[config.mk]
export PLATFORM = sky130hd
export DESIGN_NAME = ulpb_rx_fifo_flat
export DESIGN_NICKNAME = d
export VERILOG_FILES = /design/src/rtl/ulpb_rx_fifo_if.sv /design/src/rtl/ulpb_rx_fifo.sv /design/src/flat_wrapper.sv
export SDC_FILE = /design/constraint.sdc
export NUM_CORES = 1
export LEC_CHECK = 0
export CORE_MARGIN = 4
export CORE_UTILIZATION = 48
export CTS_CLUSTER_SIZE = 14
export DETAILED_ROUTE_END_ITERATION = 8
export PLACE_DENSITY = 0.78
export SLEW_MARGIN = 20
export SYNTH_ARGS = -nofsm -noshare
export SYNTH_HDL_FRONTEND = slang
export SYNTH_SLANG_ARGS = --single-unit
[constraint.sdc]
create_clock -name clk_i -period 7.6 [get_ports clk_i]
set_clock_uncertainty 0.05 [all_clocks]
set_input_delay 1.9 -clock clk_i [delete_from_list [all_inputs] [get_ports clk_i]]
set_output_delay 1.9 -clock clk_i [all_outputs]
set_load 0.02 [all_outputs]
[src/rtl/ulpb_rx_fifo_if.sv]
// Four-phase REQ/ACK message channel carrying one {addr,data} word.
// The master drives the message and REQ; the slave returns ACK.
interface ulpb_rx_fifo_if #(
  parameter int ADDR_WIDTH = 8,
  parameter int DATA_WIDTH = 32
);
  logic [ADDR_WIDTH-1:0] addr;
  logic [DATA_WIDTH-1:0] data;
  logic                  req;
  logic                  ack;

  modport master (output addr, output data, output req, input ack);
  modport slave  (input addr, input data, input req, output ack);
endinterface

[src/rtl/ulpb_rx_fifo.sv]
// Inbound ULPB message buffer: accepts node RX messages over four-phase REQ/ACK,
// queues them in a DEPTH-entry FIFO and presents them in order to the layer controller.
module ulpb_rx_fifo #(
  parameter int ADDR_WIDTH = 8,
  parameter int DATA_WIDTH = 32,
  parameter int DEPTH      = 8
) (
  input  logic                   clk_i,
  input  logic                   rst_n_i,
  ulpb_rx_fifo_if.slave          bus_if,
  ulpb_rx_fifo_if.master         lc_if,
  input  logic                   clr_overflow_i,
  output logic [$clog2(DEPTH):0] count_o,
  output logic                   overflow_o
);

  localparam int PTR_W   = $clog2(DEPTH);
  localparam int CNT_W   = PTR_W + 1;
  localparam int ENTRY_W = ADDR_WIDTH + DATA_WIDTH;

  generate
    if (DEPTH < 2 || (DEPTH & (DEPTH - 1)) != 0) begin : g_depth_check
      $error("ulpb_rx_fifo: DEPTH must be a power of two and at least 2");
    end
  endgenerate

  typedef enum logic {
    W_IDLE,
    W_ACK
  } w_state_e;

  typedef enum logic [1:0] {
    R_IDLE,
    R_REQ,
    R_WAIT
  } r_state_e;

  logic [ENTRY_W-1:0]    mem_q [DEPTH];

  w_state_e              w_state_q, w_state_d;
  r_state_e              r_state_q, r_state_d;
  logic [PTR_W-1:0]      wr_ptr_q, wr_ptr_d;
  logic [PTR_W-1:0]      rd_ptr_q, rd_ptr_d;
  logic [CNT_W-1:0]      count_q, count_d;
  logic                  ack_q, ack_d;
  logic                  lc_req_q, lc_req_d;
  logic                  ovf_q, ovf_d;
  logic [ADDR_WIDTH-1:0] addr_q;
  logic [DATA_WIDTH-1:0] data_q;

  logic                  full;
  logic                  empty;
  logic                  wr_en;
  logic                  stall;
  logic                  load;
  logic                  pop;

  assign full  = (count_q == CNT_W'(DEPTH));
  assign empty = (count_q == '0);

  always_comb begin
    w_state_d = w_state_q;
    ack_d     = ack_q;
    wr_en     = 1'b0;
    stall     = 1'b0;
    case (w_state_q)
      W_IDLE: begin
        if (bus_if.req) begin
          if (!full) begin
            wr_en     = 1'b1;
            ack_d     = 1'b1;
            w_state_d = W_ACK;
          end else begin
            stall = 1'b1;
          end
        end
      end
      W_ACK: begin
        if (!bus_if.req) begin
          ack_d     = 1'b0;
          w_state_d = W_IDLE;
        end
      end
      default: begin
        ack_d     = 1'b0;
        w_state_d = W_IDLE;
      end
    endcase
  end

  always_comb begin
    r_state_d = r_state_q;
    lc_req_d  = lc_req_q;
    load      = 1'b0;
    pop       = 1'b0;
    case (r_state_q)
      R_IDLE: begin
        if (!empty) begin
          load      = 1'b1;
          lc_req_d  = 1'b1;
          r_state_d = R_REQ;
        end
      end
      R_REQ: begin
        if (lc_if.ack) begin
          pop       = 1'b1;
          lc_req_d  = 1'b0;
          r_state_d = R_WAIT;
        end
      end
      R_WAIT: begin
        // Wait for the controller to release ACK before presenting the next message.
        if (!lc_if.ack) begin
          r_state_d = R_IDLE;
        end
      end
      default: begin
        lc_req_d  = 1'b0;
        r_state_d = R_IDLE;
      end
    endcase
  end

  always_comb begin
    wr_ptr_d = wr_en ? wr_ptr_q + PTR_W'(1) : wr_ptr_q;
    rd_ptr_d = pop   ? rd_ptr_q + PTR_W'(1) : rd_ptr_q;
    case ({wr_en, pop})
      2'b10:   count_d = count_q + CNT_W'(1);
      2'b01:   count_d = count_q - CNT_W'(1);
      default: count_d = count_q;
    endcase
    // A stall in the same cycle as a clear must leave the flag set.
    if (stall) begin
      ovf_d = 1'b1;
    end else if (clr_overflow_i) begin
      ovf_d = 1'b0;
    end else begin
      ovf_d = ovf_q;
    end
  end

  always_ff @(posedge clk_i) begin
    if (wr_en) begin
      mem_q[wr_ptr_q] <= {bus_if.addr, bus_if.data};
    end
  end

  always_ff @(posedge clk_i) begin
    if (!rst_n_i) begin
      w_state_q <= W_IDLE;
      r_state_q <= R_IDLE;
      wr_ptr_q  <= '0;
      rd_ptr_q  <= '0;
      count_q   <= '0;
      ack_q     <= 1'b0;
      lc_req_q  <= 1'b0;
      ovf_q     <= 1'b0;
      addr_q    <= '0;
      data_q    <= '0;
    end else begin
      w_state_q <= w_state_d;
      r_state_q <= r_state_d;
      wr_ptr_q  <= wr_ptr_d;
      rd_ptr_q  <= rd_ptr_d;
      count_q   <= count_d;
      ack_q     <= ack_d;
      lc_req_q  <= lc_req_d;
      ovf_q     <= ovf_d;
      if (load) begin
        {addr_q, data_q} <= mem_q[rd_ptr_q];
      end
    end
  end

  assign bus_if.ack = ack_q;
  assign lc_if.req  = lc_req_q;
  assign lc_if.addr = addr_q;
  assign lc_if.data = data_q;
  assign count_o    = count_q;
  assign overflow_o = ovf_q;

endmodule

[src/flat_wrapper.sv]
// flat-port wrapper written by rule: the top's interface ports become plain ports
module ulpb_rx_fifo_flat 
#(
  parameter int ADDR_WIDTH = 8,
  parameter int DATA_WIDTH = 32,
  parameter int DEPTH      = 8
)
  (clk_i, rst_n_i, clr_overflow_i, count_o, overflow_o, bus_if_addr, bus_if_data, bus_if_req, bus_if_ack, lc_if_addr, lc_if_data, lc_if_req, lc_if_ack);
  ulpb_rx_fifo_if #(.ADDR_WIDTH(ADDR_WIDTH), .DATA_WIDTH(DATA_WIDTH)) bus_if_i ();
  ulpb_rx_fifo_if #(.ADDR_WIDTH(ADDR_WIDTH), .DATA_WIDTH(DATA_WIDTH)) lc_if_i ();
  input  logic clk_i;
  input  logic rst_n_i;
  input  logic clr_overflow_i;
  output logic [$clog2(DEPTH):0] count_o;
  output logic overflow_o;
  input wire logic [$bits(bus_if_i.addr)-1:0] bus_if_addr;
  input wire logic [$bits(bus_if_i.data)-1:0] bus_if_data;
  input wire logic [$bits(bus_if_i.req)-1:0] bus_if_req;
  output wire logic [$bits(bus_if_i.ack)-1:0] bus_if_ack;
  output wire logic [$bits(lc_if_i.addr)-1:0] lc_if_addr;
  output wire logic [$bits(lc_if_i.data)-1:0] lc_if_data;
  output wire logic [$bits(lc_if_i.req)-1:0] lc_if_req;
  input wire logic [$bits(lc_if_i.ack)-1:0] lc_if_ack;
  assign bus_if_i.addr = bus_if_addr;
  assign bus_if_i.data = bus_if_data;
  assign bus_if_i.req = bus_if_req;
  assign bus_if_ack = bus_if_i.ack;
  assign lc_if_addr = lc_if_i.addr;
  assign lc_if_data = lc_if_i.data;
  assign lc_if_req = lc_if_i.req;
  assign lc_if_i.ack = lc_if_ack;
  ulpb_rx_fifo #(.ADDR_WIDTH(ADDR_WIDTH), .DATA_WIDTH(DATA_WIDTH), .DEPTH(DEPTH)) u_core (.clk_i(clk_i), .rst_n_i(rst_n_i), .bus_if(bus_if_i), .lc_if(lc_if_i), .clr_overflow_i(clr_overflow_i), .count_o(count_o), .overflow_o(overflow_o));
endmodule
=== Word-level counts from Yosys, hierarchy flattened ===
Memory sizes are Yosys's and may differ from the RTL's. A register that Yosys moved wholly into a read port is not among the register bits.
Index checks and enable logic that the tools add are counted.

* Bits of input ports: 45
* Bits in writable memories: 320
* Output and inout port bits: 47
* Memories: 1
* Flip-flop bits (word level): 16

{| class="wikitable"
|+ Memories
! name !! words !! bits a word !! read ports !! clocked after memory_dff !! write ports !! line !! source
|-
| u_core.mem_q || 8 || 40 || 1 || 1 || 1 || ulpb_rx_fifo.sv:38 || <nowiki>logic [ENTRY_W-1:0] mem_q [DEPTH];</nowiki>
|}

* Add/sub/neg operators: 4
* Reduce and logical (&&, ||, !) cells: 8
* Muxes and demuxes: 28
* Bitwise gates (word level): 2
* Eq/ne operators: 11

{| class="wikitable"
|+ Operators by type and width
! cell !! count
|-
| two-way mux 1 bit || 20
|-
| != test 2 bit (second input constant) || 6
|-
| AND reduction 3 bit || 3
|-
| one-hot mux 4 bit (2 select lines) || 1
|-
| adder 3 x 1 -> 3 bit (second input constant) || 2
|-
| two-way mux 2 bit || 3
|-
| one-hot mux 2 bit (3 select lines) || 1
|-
| adder 4 x 1 -> 4 bit (second input constant) || 1
|-
| == test 2 x 1 -> 1 bit (second input constant) || 2
|-
| == test 2 bit (second input constant) || 2
|-
| == test 4 bit (second input constant) || 1
|-
| zero test 4 bit || 1
|-
| one-hot mux 1 bit (2 select lines) || 2
|-
| nonzero test 2 bit || 2
|-
| subtractor 4 x 1 -> 4 bit (second input constant) || 1
|-
| one-hot mux 1 bit (3 select lines) || 1
|-
| zero test 2 bit || 1
|-
| inverter 1 bit || 2
|-
| zero test 1 bit || 1
|}

=== Logic depth before layout (Yosys ltp) ===
Gate-level depths: netlist of the first run.

* Depth in word-level cells: 6
* Gate-level depth with buffers: 11

=== Least setup slack after synthesis of the first run ===
No wires, ideal clock.

* Path type: input-to-reg
* From: input bus_if_req
* To: memory u_core.mem_q[0][0] (netlist bit), enable pin
* Path buffers: 0
* Setup slack: 0.829 ns
* Required time: 7.013 ns
* Cell stages on the path: 3
* Arrival: 6.183 ns
* Library setup time: 0.537 ns
* Cells stage by stage: nor2b_1 > nand2_4 > nor4_1

* Cells in the longest elaborated chain, start to end: 4

{| class="wikitable"
|+ RTL lines
! element !! line !! source
|-
| from (decl) || flat_wrapper.sv:18 || <nowiki>input wire logic [$bits(bus_if_i.req)-1:0] bus_if_req;</nowiki>
|-
| two-way mux 1 bit || ulpb_rx_fifo.sv:68 || <nowiki>if (bus_if.req) begin</nowiki>
|-
| two-way mux 1 bit || ulpb_rx_fifo.sv:66 || <nowiki>case (w_state_q)</nowiki>
|-
| two-way mux 1 bit || ulpb_rx_fifo.sv:143 || <nowiki>if (wr_en) begin</nowiki>
|-
| two-way mux 1 bit (implied by the code) || ulpb_rx_fifo.sv:144 || <nowiki>mem_q[wr_ptr_q] <= {bus_if.addr, bus_if.data};</nowiki>
|-
| to (decl) || ulpb_rx_fifo.sv:38 ||
|}

No other way between the ends.

=== Worst setup path after layout of the first run ===
* From: input bus_if_req
* To: memory u_core.mem_q[7][35] (netlist bit), enable pin

Same word-level chain as after synthesis.

==> flow_summary.ini, run 1 <==
[status]
status = completed

[global_route]
grt_pass1_vias = 7136
antenna_found_initial = 1
grt_pass1_wl_mm = 42.3
grtUsageTotal = 0.176
grt_start_max_net_pins = 58
globalRouteOverflowTotal = 0

[critical_path]
end_kind = flop
crit_path_start_kind = input port
worst_ep_arrival_time_ns = 4.50
cpLargestDelayFamily = simple AND/OR/NAND/NOR gates
crit_start = bus_if_req
cp_slowest_stage_delay_ns = 0.70
crit_buf_inv = 2
cp_max_fo = 21
rr_startpoint = u_core.rd_ptr_q[0]
critPathKind = input port to flop
cp.required_ns = 7.73
path_cells = clkdlybuf4s50_1 > nor2b_1 > nand3_1 > nor2_4 > buf_4
crit_slowest_cell = nor2_4

[min_path]
hold_start = u_core.count_o[3]
hold_path_class = flop to flop

[die]
die_y_um = 178
num_rows = 61
die_area_mm2 = 0.0317
coreArea_mm2 = 0.0282
initial_core_util = 0.492
ios = 92
die_w_um = 178

[cts]
htree_num_levels = 2
cts_hold_buf = 0
postCtsSetupBuffers = 0
post_cts_resized = 0
clkSinkCount = 376
clk_pin_slew_ns = 0.06
tritoncts = yes
cts_buffers = 39
clk_path_buf_depth = 3
insertion_delay_ns = 0.51
root_buffer = clkbuf_16

[place]
dp_slack_ns = 2.73
dp_hpwl_mm = 15.6
place_congestion = 0.753
port_buffers = 91
post_dp_cell_area_mm2 = 0.0152

[power_and_ir_drop]
switching_share = 0.251
p_leak_uw = 0.00526
pwr_density_cell_mw_per_mm2 = 314
intPower_uw = 3880
p_comb_frac = 0.168
p_sw_uw = 1300
clkPwrFrac = 0.359
pwr-share-seq = 0.473
vdd_ir_drop_max_mv = 0.247

[synth]
synth_fp_nets = 743
yosys_warnings = 0
postSynthCellCount = 693
ys_seq_elements = 376
synth.avg_cell_area_um2 = 20.0
synth_area_mm2 = 0.0139
ys_seq_area_frac = 0.774
synth_cell_types = 39

[cells_and_area]
n_antenna_cell = 0
nFillCells = 1998
utilization = 0.586
fin_area_mm2 = 0.0165
syn2layout_area_growth_pct = 19.1
regArea_mm2 = 0.0107
final_nets = 851
multiInputGateArea_mm2 = 0.00299
mostFrequentLayoutCells = 320 x edfxtp_1, 90 x clkdlybuf4s50_1, 80 x mux4_2
drive_gt1_frac = 0.206
final_common_cell = edfxtp_1

[detailed_routing]
wl_per_cell_um = 22.4
wl_mm = 27.1
drtAntennaViolNets = 0
drt-pass1-iter-count = 4
initialDrtViolationCount = 600
vias = 6906
via_per_inst = 5.71
drc = 0

[sta]
fin_crit_ns = 4.37
slew_headroom = 0.286
period_share = 0.575
tightest_slew_ns = 1.07
layout_setup_ws_ns = 3.23
setup_violations = 0
tns_ns = 0
finalHoldViolCount = 0
rsz0062_at_grt = no
hold_slack_ns = 0.441
fmax_ghz = 0.229
slew_viol_final = 0

[job]
drv_cap = 0
worst paths after layout:
path	end	slack, ns	cells after the start
max	u_core.mem_q[7][35]	3.23	5
min	u_core.count_o[3]	0.44	2
max reg2reg	u_core.lc_if.addr[3]	4.75	4
min reg2reg	u_core.count_o[3]	0.44	2
kinds of logic (layout without fill, tap and decap cells):
| logic type | count (synthesis) | count (layout) | share of synthesized area |
|---|---|---|---|
| buffers and inverters | 41 | 179 | 0.0144 |
| AOI/OAI and AO/OA | 93 | 93 | 0.0383 |
| adders and majority gates | 5 | 5 | 0.00451 |
| muxes | 83 | 83 | 0.132 |
| and+or+nand+nor | 87 | 87 | 0.0316 |
| xor gates and xnor gates | 8 | 8 | 0.00505 |
| DFF | 376 | 376 | 0.774 |
through the flow:
stage	instances	power [uW]
after global placement	1138	3360
after CTS	1209	5230
after detailed placement	1138	3370
after floorplan	693	3060
final	1209	5180
after global routing	1209	5410
synth_stat cells:
| cell | count | area [um^2] |
|---|---|---|
| edfxtp_1 | 320 | 9610 |
| mux4_2 | 80 | 1800 |
| dfxtp_1 | 56 | 1120 |
| nor2_1 | 47 | 176 |
| o21ai_0 | 40 | 200 |
| o22ai_1 | 40 | 250 |
| clkbuf_1 | 17 | 63.8 |
| buf_2 | 15 | 75.1 |
| nor2b_1 | 7 | 43.8 |
| nand2_1 | 6 | 22.5 |
| and2_1 | 5 | 31.3 |
| ha_1 | 5 | 62.6 |
| o21ai_1 | 5 | 25.0 |
| buf_4 | 4 | 30.0 |
| nor3_1 | 4 | 20.0 |
| xnor2_1 | 4 | 35.0 |
| xor2_1 | 4 | 35.0 |
| a21boi_0 | 3 | 22.5 |
| a21oi_1 | 3 | 15.0 |
| clkbuf_2 | 3 | 15.0 |
| mux2i_1 | 3 | 30.0 |
| nand2b_1 | 3 | 18.8 |
| nand3_1 | 2 | 10.0 |
| nand3_2 | 2 | 20.0 |
| and2_4 | 1 | 8.76 |
| and3_1 | 1 | 6.26 |
| and3b_1 | 1 | 8.76 |
| buf_6 | 1 | 11.3 |
| inv_1 | 1 | 3.75 |
| nand2_4 | 1 | 11.3 |
| nand3b_1 | 1 | 7.51 |
| nor4_1 | 1 | 6.26 |
| nor4b_1 | 1 | 8.76 |
| nor4bb_1 | 1 | 10.0 |
| o211a_1 | 1 | 10.0 |
| o31ai_1 | 1 | 7.51 |
| or3_1 | 1 | 6.26 |
| or4_4 | 1 | 11.3 |
| or4b_1 | 1 | 10.0 |
power groups by stage:
stage | combinational, uW | sequential [uW] | clock [uW]
2_1_floorplan | 514 | 2540 | 0
4_1_cts | 881 | 2460 | 1890
3_5_place_dp | 875 | 2500 | 0
6_report | 872 | 2450 | 1860
3_3_place_gp | 867 | 2490 | 0
5_1_grt | 950 | 2470 | 1990
state kept, by name, summed over array words and instances, names as in the netlist:
register	count
u_core.r_state_q	2
u_core.lc_if.data	32
u_core.mem_q	320
u_core.wr_ptr_q	3
u_core.lc_if.addr	8
u_core.count_o	4
u_core.rd_ptr_q	3
u_core.lc_if.req	1
u_core.overflow_o	1
u_core.bus_if.ack	1
u_core.w_state_q	1
tightest hold or removal path, cell delays in order, from the launching register on:
cell     delay (ns)
dfxtp_1        0.33
nand2_1        0.06
mux2i_1        0.05
area by class of cell:
cell class	instances	area share
well taps	378	0.0287
repair buffers	107	0.0622
inverters	1	0.000227
multi-input cells	276	0.181
clock inverters	15	0.00917
clock buffers	56	0.0680
flip-flops and latches	376	0.651
routing by layer:
metal	track usage	up-vias	routed length [um]
met2	0.291	260	13400
li1	-	3036	-
met3	0.0322	45	1900
met5	0	-	13
met1	0.247	3563	11300
met4	0.0406	2	475
(Power assumes the default switching activity.)
==> run 2, diff against run 1 <==
--- a/config.mk
+++ b/config.mk
@@ -9,7 +9,7 @@
 export CORE_UTILIZATION = 48
 export CTS_CLUSTER_SIZE = 14
 export DETAILED_ROUTE_END_ITERATION = 8
-export PLACE_DENSITY = 0.78
+export PLACE_DENSITY = 0.81
 export SLEW_MARGIN = 20
 export SYNTH_ARGS = -nofsm -noshare
 export SYNTH_HDL_FRONTEND = slang
==> constraint.sdc (replaced) <==
create_clock -name clk_i -period 3.8 [get_ports clk_i]
set_clock_uncertainty 0.05 [all_clocks]
set_input_delay 0.95 -clock clk_i [delete_from_list [all_inputs] [get_ports clk_i]]
set_output_delay 0.95 -clock clk_i [all_outputs]
set_load 0.02 [all_outputs]
==> flow_summary.ini, run 2 (synthesis results as in run 1) <==
[die]
die_y_um = 178
initial_core_util = 0.492
ios = 92
die_w_um = 178
num_rows = 61
die_area_mm2 = 0.0317
coreArea_mm2 = 0.0282

[detailed_routing]
drc = 0
wl_per_cell_um = 23.7
initialDrtViolationCount = 604
drt-pass1-iter-count = 5
drtAntennaViolNets = 0
via_per_inst = 5.67
wl_mm = 28.7
vias = 6865

[critical_path]
crit_slowest_cell = clkdlybuf4s50_1
critPathKind = input port to flop
crit_start = bus_if_req
cp_max_fo = 8
crit_path_start_kind = input port
crit_buf_inv = 2
worst_ep_arrival_time_ns = 3.23
r2r_slack_ns = 1.10
path_cells = clkdlybuf4s50_1 > nor2b_1 > nand2_4 > buf_4 > ha_1 > nor4b_1 > o21ai_0 > o31ai_1 > mux2i_1
cp.required_ns = 4.18
end_kind = flop
cpLargestDelayFamily = simple AND/OR/NAND/NOR gates
rr_startpoint = u_core.count_o[1]
cp_slowest_stage_delay_ns = 0.52

[cts]
insertion_delay_ns = 0.51
cts_hold_buf = 0
htree_num_levels = 2
root_buffer = clkbuf_16
clk_path_buf_depth = 3
tritoncts = yes
clk_pin_slew_ns = 0.06
post_cts_resized = 0
clkSinkCount = 376
postCtsSetupBuffers = 0
cts_buffers = 37

[global_route]
grt_pass1_vias = 7265
grt_start_max_net_pins = 58
globalRouteOverflowTotal = 0
grtUsageTotal = 0.185
antenna_found_initial = 0
grt_pass1_wl_mm = 44.1

[sta]
period_share = 0.748
tns_ns = 0
fin_crit_ns = 2.84
layout_setup_ws_ns = 0.956
finalHoldViolCount = 0
fmax_ghz = 0.352
setup_violations = 0
rsz0062_at_grt = no
hold_slack_ns = 0.442
slew_headroom = 0.335
tightest_slew_ns = 0.998
slew_viol_final = 0

[power_and_ir_drop]
vdd_ir_drop_max_mv = 0.334
intPower_uw = 7580
clkPwrFrac = 0.343
p_sw_uw = 2590
switching_share = 0.255
pwr-share-seq = 0.480
pwr_density_cell_mw_per_mm2 = 615
p_comb_frac = 0.178
power_uw = 10200
p_leak_uw = 0.00525

[cells_and_area]
nFillCells = 1984
top_register = u_core.mem_q
mostFrequentLayoutCells = 320 x edfxtp_1, 90 x clkdlybuf4s50_1, 80 x mux4_2
n_antenna_cell = 0
layout.cells.non_filler = 1210
final_common_cell = edfxtp_1
syn2layout_area_growth_pct = 19.4
final_nets = 857
multiInputGateArea_mm2 = 0.00300
regArea_mm2 = 0.0107
drive_gt1_frac = 0.200
largest_reg_flops = 320

[job]
drv_cap = 0

[place]
port_buffers = 91
dp_slack_ns = 0.505
dp.cells = 1146
dp_hpwl_mm = 16.5
place_congestion = 0.751

[min_path]
hold_start = u_core.count_o[3]
hold_path_class = flop to flop

[status]
status = completed
==> run 2: final timing paths <==
check / depth (start not counted) / end
max: 9 / u_core.count_o[3]
max reg2reg: 8 / u_core.count_o[3]
min: 2 / u_core.count_o[3]
min reg2reg: 2 / u_core.count_o[3]
==> run 2: final cells by class <==
| class | instances | share of cell area |
|---|---|---|
| Clock buffer | 51 | 0.0609 |
| Sequential cell | 376 | 0.649 |
| Clock inverter | 13 | 0.00831 |
| Timing Repair Buffer | 115 | 0.0724 |
| Tap cell | 378 | 0.0286 |
| Multi-Input combinational cell | 276 | 0.181 |
| Inverter | 1 | 0.000227 |
==> run 2: power by group through the flow <==
stage | Combinational [uW] | Sequential [uW] | Clock, uW
floorplan | 1030 | 5080 | 0
global placement | 1800 | 4960 | 0
detailed placement | 1820 | 4970 | 0
CTS | 1840 | 4890 | 3560
global route | 1960 | 4910 | 3750
finish | 1810 | 4880 | 3490
==> run 2: stage by stage <==
step | utilization | instance area [um^2]
after CTS | 0.588 | 16600
after detailed placement | 0.547 | 15400
after global routing | 0.588 | 16600
after floorplan | - | 13900
final | 0.588 | 16600
after global placement | 0.547 | 15400
==> run 2: worst register-to-register path, cell delays in order (launching register included) <==
cell and delay [ns]:
dfxtp_1 0.39, or4b_1 0.73, nand2_4 0.12, buf_4 0.21, ha_1 0.34, nor4b_1 0.38, o21ai_0 0.12, o31ai_1 0.09
mux2i_1 0.21
==> run 2: routing by layer <==
metal,up-vias,track usage,routed length (um)
li1,3036,-,-
met1,3529,0.250,11600
met2,251,0.310,14500
met3,49,0.0366,1980
met4,0,0.0512,596
met5,-,0,0
==> run 3, diff against run 2 <==
--- a/config.mk
+++ b/config.mk
@@ -9,7 +9,7 @@
 export CORE_UTILIZATION = 48
 export CTS_CLUSTER_SIZE = 14
 export DETAILED_ROUTE_END_ITERATION = 8
-export PLACE_DENSITY = 0.81
+export PLACE_DENSITY = 0.78
 export SLEW_MARGIN = 20
 export SYNTH_ARGS = -nofsm -noshare
 export SYNTH_HDL_FRONTEND = slang
==> constraint.sdc (replaced) <==
create_clock -name clk_i -period 2.7 [get_ports clk_i]
set_clock_uncertainty 0.05 [all_clocks]
set_input_delay 0.675 -clock clk_i [delete_from_list [all_inputs] [get_ports clk_i]]
set_output_delay 0.675 -clock clk_i [all_outputs]
set_load 0.02 [all_outputs]
==> flow_summary.ini, run 3 (synthesis results as in run 1) <==
[status]
status = completed

[global_route]
grt_pass1_vias = 7561
grtUsageTotal = 0.190
globalRouteOverflowTotal = 0
antenna_found_initial = 0
grt_start_max_net_pins = 43
grt_pass1_wl_mm = 45.3

[critical_path]
crit_path_start_kind = flop
worst_ep_arrival_time_ns = 2.93
critPathKind = flop to flop
cp_max_fo = 9
end_kind = flop
cp.required_ns = 3.09
r2r_slack_ns = 0.15

[die]
num_rows = 61
ios = 92
coreArea_mm2 = 0.0282
die_y_um = 178
initial_core_util = 0.492
die_area_mm2 = 0.0317
die_w_um = 178

[cts]
clk_pin_slew_ns = 0.06
htree_num_levels = 2
root_buffer = clkbuf_16
clk_path_buf_depth = 3
insertion_delay_ns = 0.51
cts_hold_buf = 0
tritoncts = yes
clkSinkCount = 376
postCtsSetupBuffers = 0
post_cts_resized = 0
cts_buffers = 37

[cells_and_area]
final_nets = 871
largest_reg_flops = 320
syn2layout_area_growth_pct = 21.8
drive_gt1_frac = 0.226
layout.cells.non_filler = 1226
utilization = 0.600
final_common_cell = edfxtp_1
mostFrequentLayoutCells = 320 x edfxtp_1, 90 x clkdlybuf4s50_1, 80 x mux4_2
top_register = u_core.mem_q
n_antenna_cell = 0

[detailed_routing]
vias = 7018
wl_per_cell_um = 24.0
initialDrtViolationCount = 622
drc = 0
drt-pass1-iter-count = 5
drtAntennaViolNets = 0
via_per_inst = 5.72
wl_mm = 29.4

[place]
port_buffers = 91
dp.cells = 1160
dp_hpwl_mm = 16.7
place_congestion = 0.741

[job]
drv_cap = 0

[sta]
tightest_slew_ns = 0.579
finalHoldViolCount = 0
tns_ns = 0
rsz0062_at_grt = no
slew_headroom = 0.614
fin_crit_ns = 2.55
period_share = 0.943
setup_violations = 0
fmax_ghz = 0.393
slew_viol_final = 0

[min_path]
hold_path_class = flop to flop

[power_and_ir_drop]
vdd_ir_drop_max_mv = 0.625
pwr_density_cell_mw_per_mm2 = 876
p_leak_uw = 0.00541
[run 3: through the flow]
step                setup slack, ns  power (uW)  area (um^2)  hold WS [ns]
CTS                           0.146       14900        16900         0.447
detailed placement           -0.117        9660        15600         0.434
global placement            -0.0430        9620        15600         0.431
finish                        0.153       14800        16900         0.445
floorplan                    -0.363        8600        13900         0.482
global route                 0.0340       15400        16900         0.480
[run 3: worst max-delay path, stage by stage (launching register included)]
cell      delay, ns
dfxtp_1        0.39
or4b_1         0.68
nand2_4        0.14
ha_1           0.18
xor2_1         0.16
ha_1           0.17
a21oi_1        0.05
xor2_1         0.16
or3_1          0.30
a21boi_0       0.17
[run 3: final cells by class]
type                            instances  area, um^2
Multi-Input combinational cell        276        3020
Tap cell                              378         473
Clock inverter                         20         236
Inverter                                1        3.75
Fill cell                            1932       11300
Sequential cell                       376       10700
Timing Repair Buffer                  129        1390
Clock buffer                           46        1020
[run 3: path summary, 6_finish.rpt]
kind	from	end	cells past startpoint
worst max-delay path	u_core.count_o[1]	u_core.count_o[2]	9
worst max register to register	u_core.count_o[1]	u_core.count_o[2]	9
worst min register to register	u_core.count_o[3]	u_core.count_o[3]	2
worst min-delay path	u_core.count_o[3]	u_core.count_o[3]	2
[run 3: layer usage]
layer | global-route usage | vias to the layer above | wire (um)
met5 | 0 | - | 0
met4 | 0.0538 | 0 | 736
met3 | 0.0328 | 53 | 1790
met2 | 0.324 | 252 | 15000
met1 | 0.256 | 3639 | 11800
li1 | - | 3074 | -
[run 3: power by group]
group          switching, uW  internal [uW]
clock network           2080           3170
logic                   1480           1210
registers                215           6650
total                   3780          11000
==> patch (settings of run 2) <==
Encoding of `r_state_e`: now one-hot (3 bits for 3 states).
--- a/src/rtl/ulpb_rx_fifo.sv
+++ b/src/rtl/ulpb_rx_fifo.sv
@@ -29,10 +29,10 @@
     W_ACK
   } w_state_e;
 
-  typedef enum logic [1:0] {
-    R_IDLE,
-    R_REQ,
-    R_WAIT
+  typedef enum logic [2:0] {
+    R_IDLE = 3'b001,
+    R_REQ  = 3'b010,
+    R_WAIT = 3'b100
   } r_state_e;
 
   logic [ENTRY_W-1:0]    mem_q [DEPTH];
Formal check against the unedited RTL: same outputs for any inputs over 4 cycles, from zero or initial values and one cycle with rst_n_i low; so few cycles prove little.
==> patch against run 2 <==
Worst setup slack worse by 0.22 ns; synthesized area grew 1.3%; count of clock-buffer cells in the layout grew 1; critical path depth down 4; maximum frequency fell by 7.1%; routed wire length rose by 0.28%; sequential cell count grew 1; design area increased by 0.30%; worst hold slack improved by 0.0046 ns; synthesized cell count rose by 1.6%; critical endpoint is now u_core.mem_q[1][10]$_DFFE_PP_.
Power is not compared: it rests on default switching activity, and its combinational part moved more than twofold at a synthesized area within 25%.
==> patch: results (changes against run 2) <==
| Quantity | Reported | Unit | Change |
| --- | --- | --- | --- |
| Outcome | complete, no violations | - |  |
| RePlAce Congestion | 0.756 | - | +0.69% |
| Pre-CTS setup slack | 0.284 | ns | -0.221 ns |
| Post-detailed-route via-to-cell ratio | 5.76 | - | +1.5% |
| Final-layout worst hold slack | 0.446 | ns | +0.00459 ns |
| DR WL/cell | 23.4 | um | -1.4% |
| Number of antenna violations at the first check in global routing | 1 | - | +1 |
| Layout cells sized above 1 | 20.8 | % | +0.85 points |
| Setup slack on the worst flop-to-flop path | 1.17 | ns | +0.07 ns |
| Detailed-placement wirelength estimate | 15900 | um | -3.7% |
| Largest net degree at the start of global routing | 67 | - | +16% |
| Portion of the post-synthesis area used by sequential elements | 76.5 | % | -0.86 points |
| Avg Synthesized Cell Area | 19.9 | um^2 | -0.27% |
| Instance count after placement with tap cells included | 1161 | - | +1.3% |
| Top area cells in the synthesized netlist | edfxtp_1 (68%), mux4_2 (13%), dfxtp_1 (8.1%) | - |  |
| Distinct cell type count of the synthesized netlist | 46 | - | +18% |
| Via count of the routed design | 7083 | - | +3.2% |
| First-pass GRT wire length | 44000 | um | -0.11% |
| Flip-flop count of the largest register, all copies and words added | 320 | - | unchanged |
| Worst-path clk slew | 0.06 | ns | about the same |
| Number of nets produced by synthesis | 754 | - | +1.5% |
| List of most frequent post-synthesis cells | edfxtp_1 (320), mux4_2 (80), dfxtp_1 (57), nor2_1 (45), o22ai_1 (40) | - |  |
| Reg-to-reg critical path startpoint | u_core.count_o[0]$_SDFFE_PN0P_ | - |  |
| Worst-path cell with the longest stage delay | nor2b_1 | - |  |
| Nets | 867 | - | +1.2% |
| Arrival time at the worst endpoint | 3.18 | ns | -0.05 ns |
| Instance area at placement | 15400 | um^2 | +0.22% |
| FF-to-FF End | u_core.count_o[2]$_SDFFE_PN0P_ | - |  |
| Number of CTS-inserted buffers | 38 | - | +2.7% |
| Slew of the pin with the lowest slew margin | 0.990 | ns | -0.00790 ns |
| DRT iter0 DRCs | 541 | - | -10% |
| Port Buffer Count | 91 | - | unchanged |
| Number of cells traversed by the worst register-to-register path | 9 | - | +1 |
| Global-route usage over all layers | 18.2 | % | -0.25 points |
## patch: cell type report
class	count	area, um^2
multi-input combinational	285	3100
tap	384	480
clock buffer	52	1040
timing repair buffer	114	1100
clock inverter	17	119
fill	1994	12200
sequential	377	10800
inverter	1	3.75
## patch: cells by family (layout without fill, tap and decap cells)
group	after synthesis	after routing	synth area share [%]
flip-flops	377	377	76.5
AO/OA/AOI/OAI	98	98	4.04
AND/OR/NAND/NOR	91	91	3.57
multiplexers	83	83	13.0
buffers and inverters	42	184	1.85
XOR/XNOR	8	8	0.499
adder cells (fa/ha/maj)	5	5	0.445
## patch: worst max path at each step
| stage | cells past startpoint | slack, ns | endpoint |
|---|---|---|---|
| global placement | 9 | 0.38 | u_core.count_o[3]$_SDFFE_PN0P_ |
| finish | 5 | 0.74 | u_core.mem_q[1][10]$_DFFE_PP_ |
| detailed placement | 10 | 0.28 | u_core.count_o[2]$_SDFFE_PN0P_ |
| floorplan | 3 | -0.95 | u_core.mem_q[4][0]$_DFFE_PP_ |
| global route | 10 | 0.68 | u_core.count_o[2]$_SDFFE_PN0P_ |
| CTS | 5 | 0.74 | u_core.mem_q[1][10]$_DFFE_PP_ |
## patch: per-layer routing
layer	wire length, um	up-vias	global-route usage [%]	part of all wire [%]
li1	-	3090	-	-
met3	2230	43	4.60	7.8
met4	558	2	4.64	1.9
met2	14500	330	30.1	50
met1	11400	3618	24.7	40
met5	7	-	0	0.024
## patch: power by group through the flow
stage | sequential [uW] | clock [uW] | combinational, uW
floorplan | 4890 | 0 | 308
global placement | 4800 | 0 | 719
detailed placement | 4800 | 0 | 732
CTS | 4720 | 3510 | 745
global route | 4730 | 3700 | 794
finish | 4720 | 3460 | 736
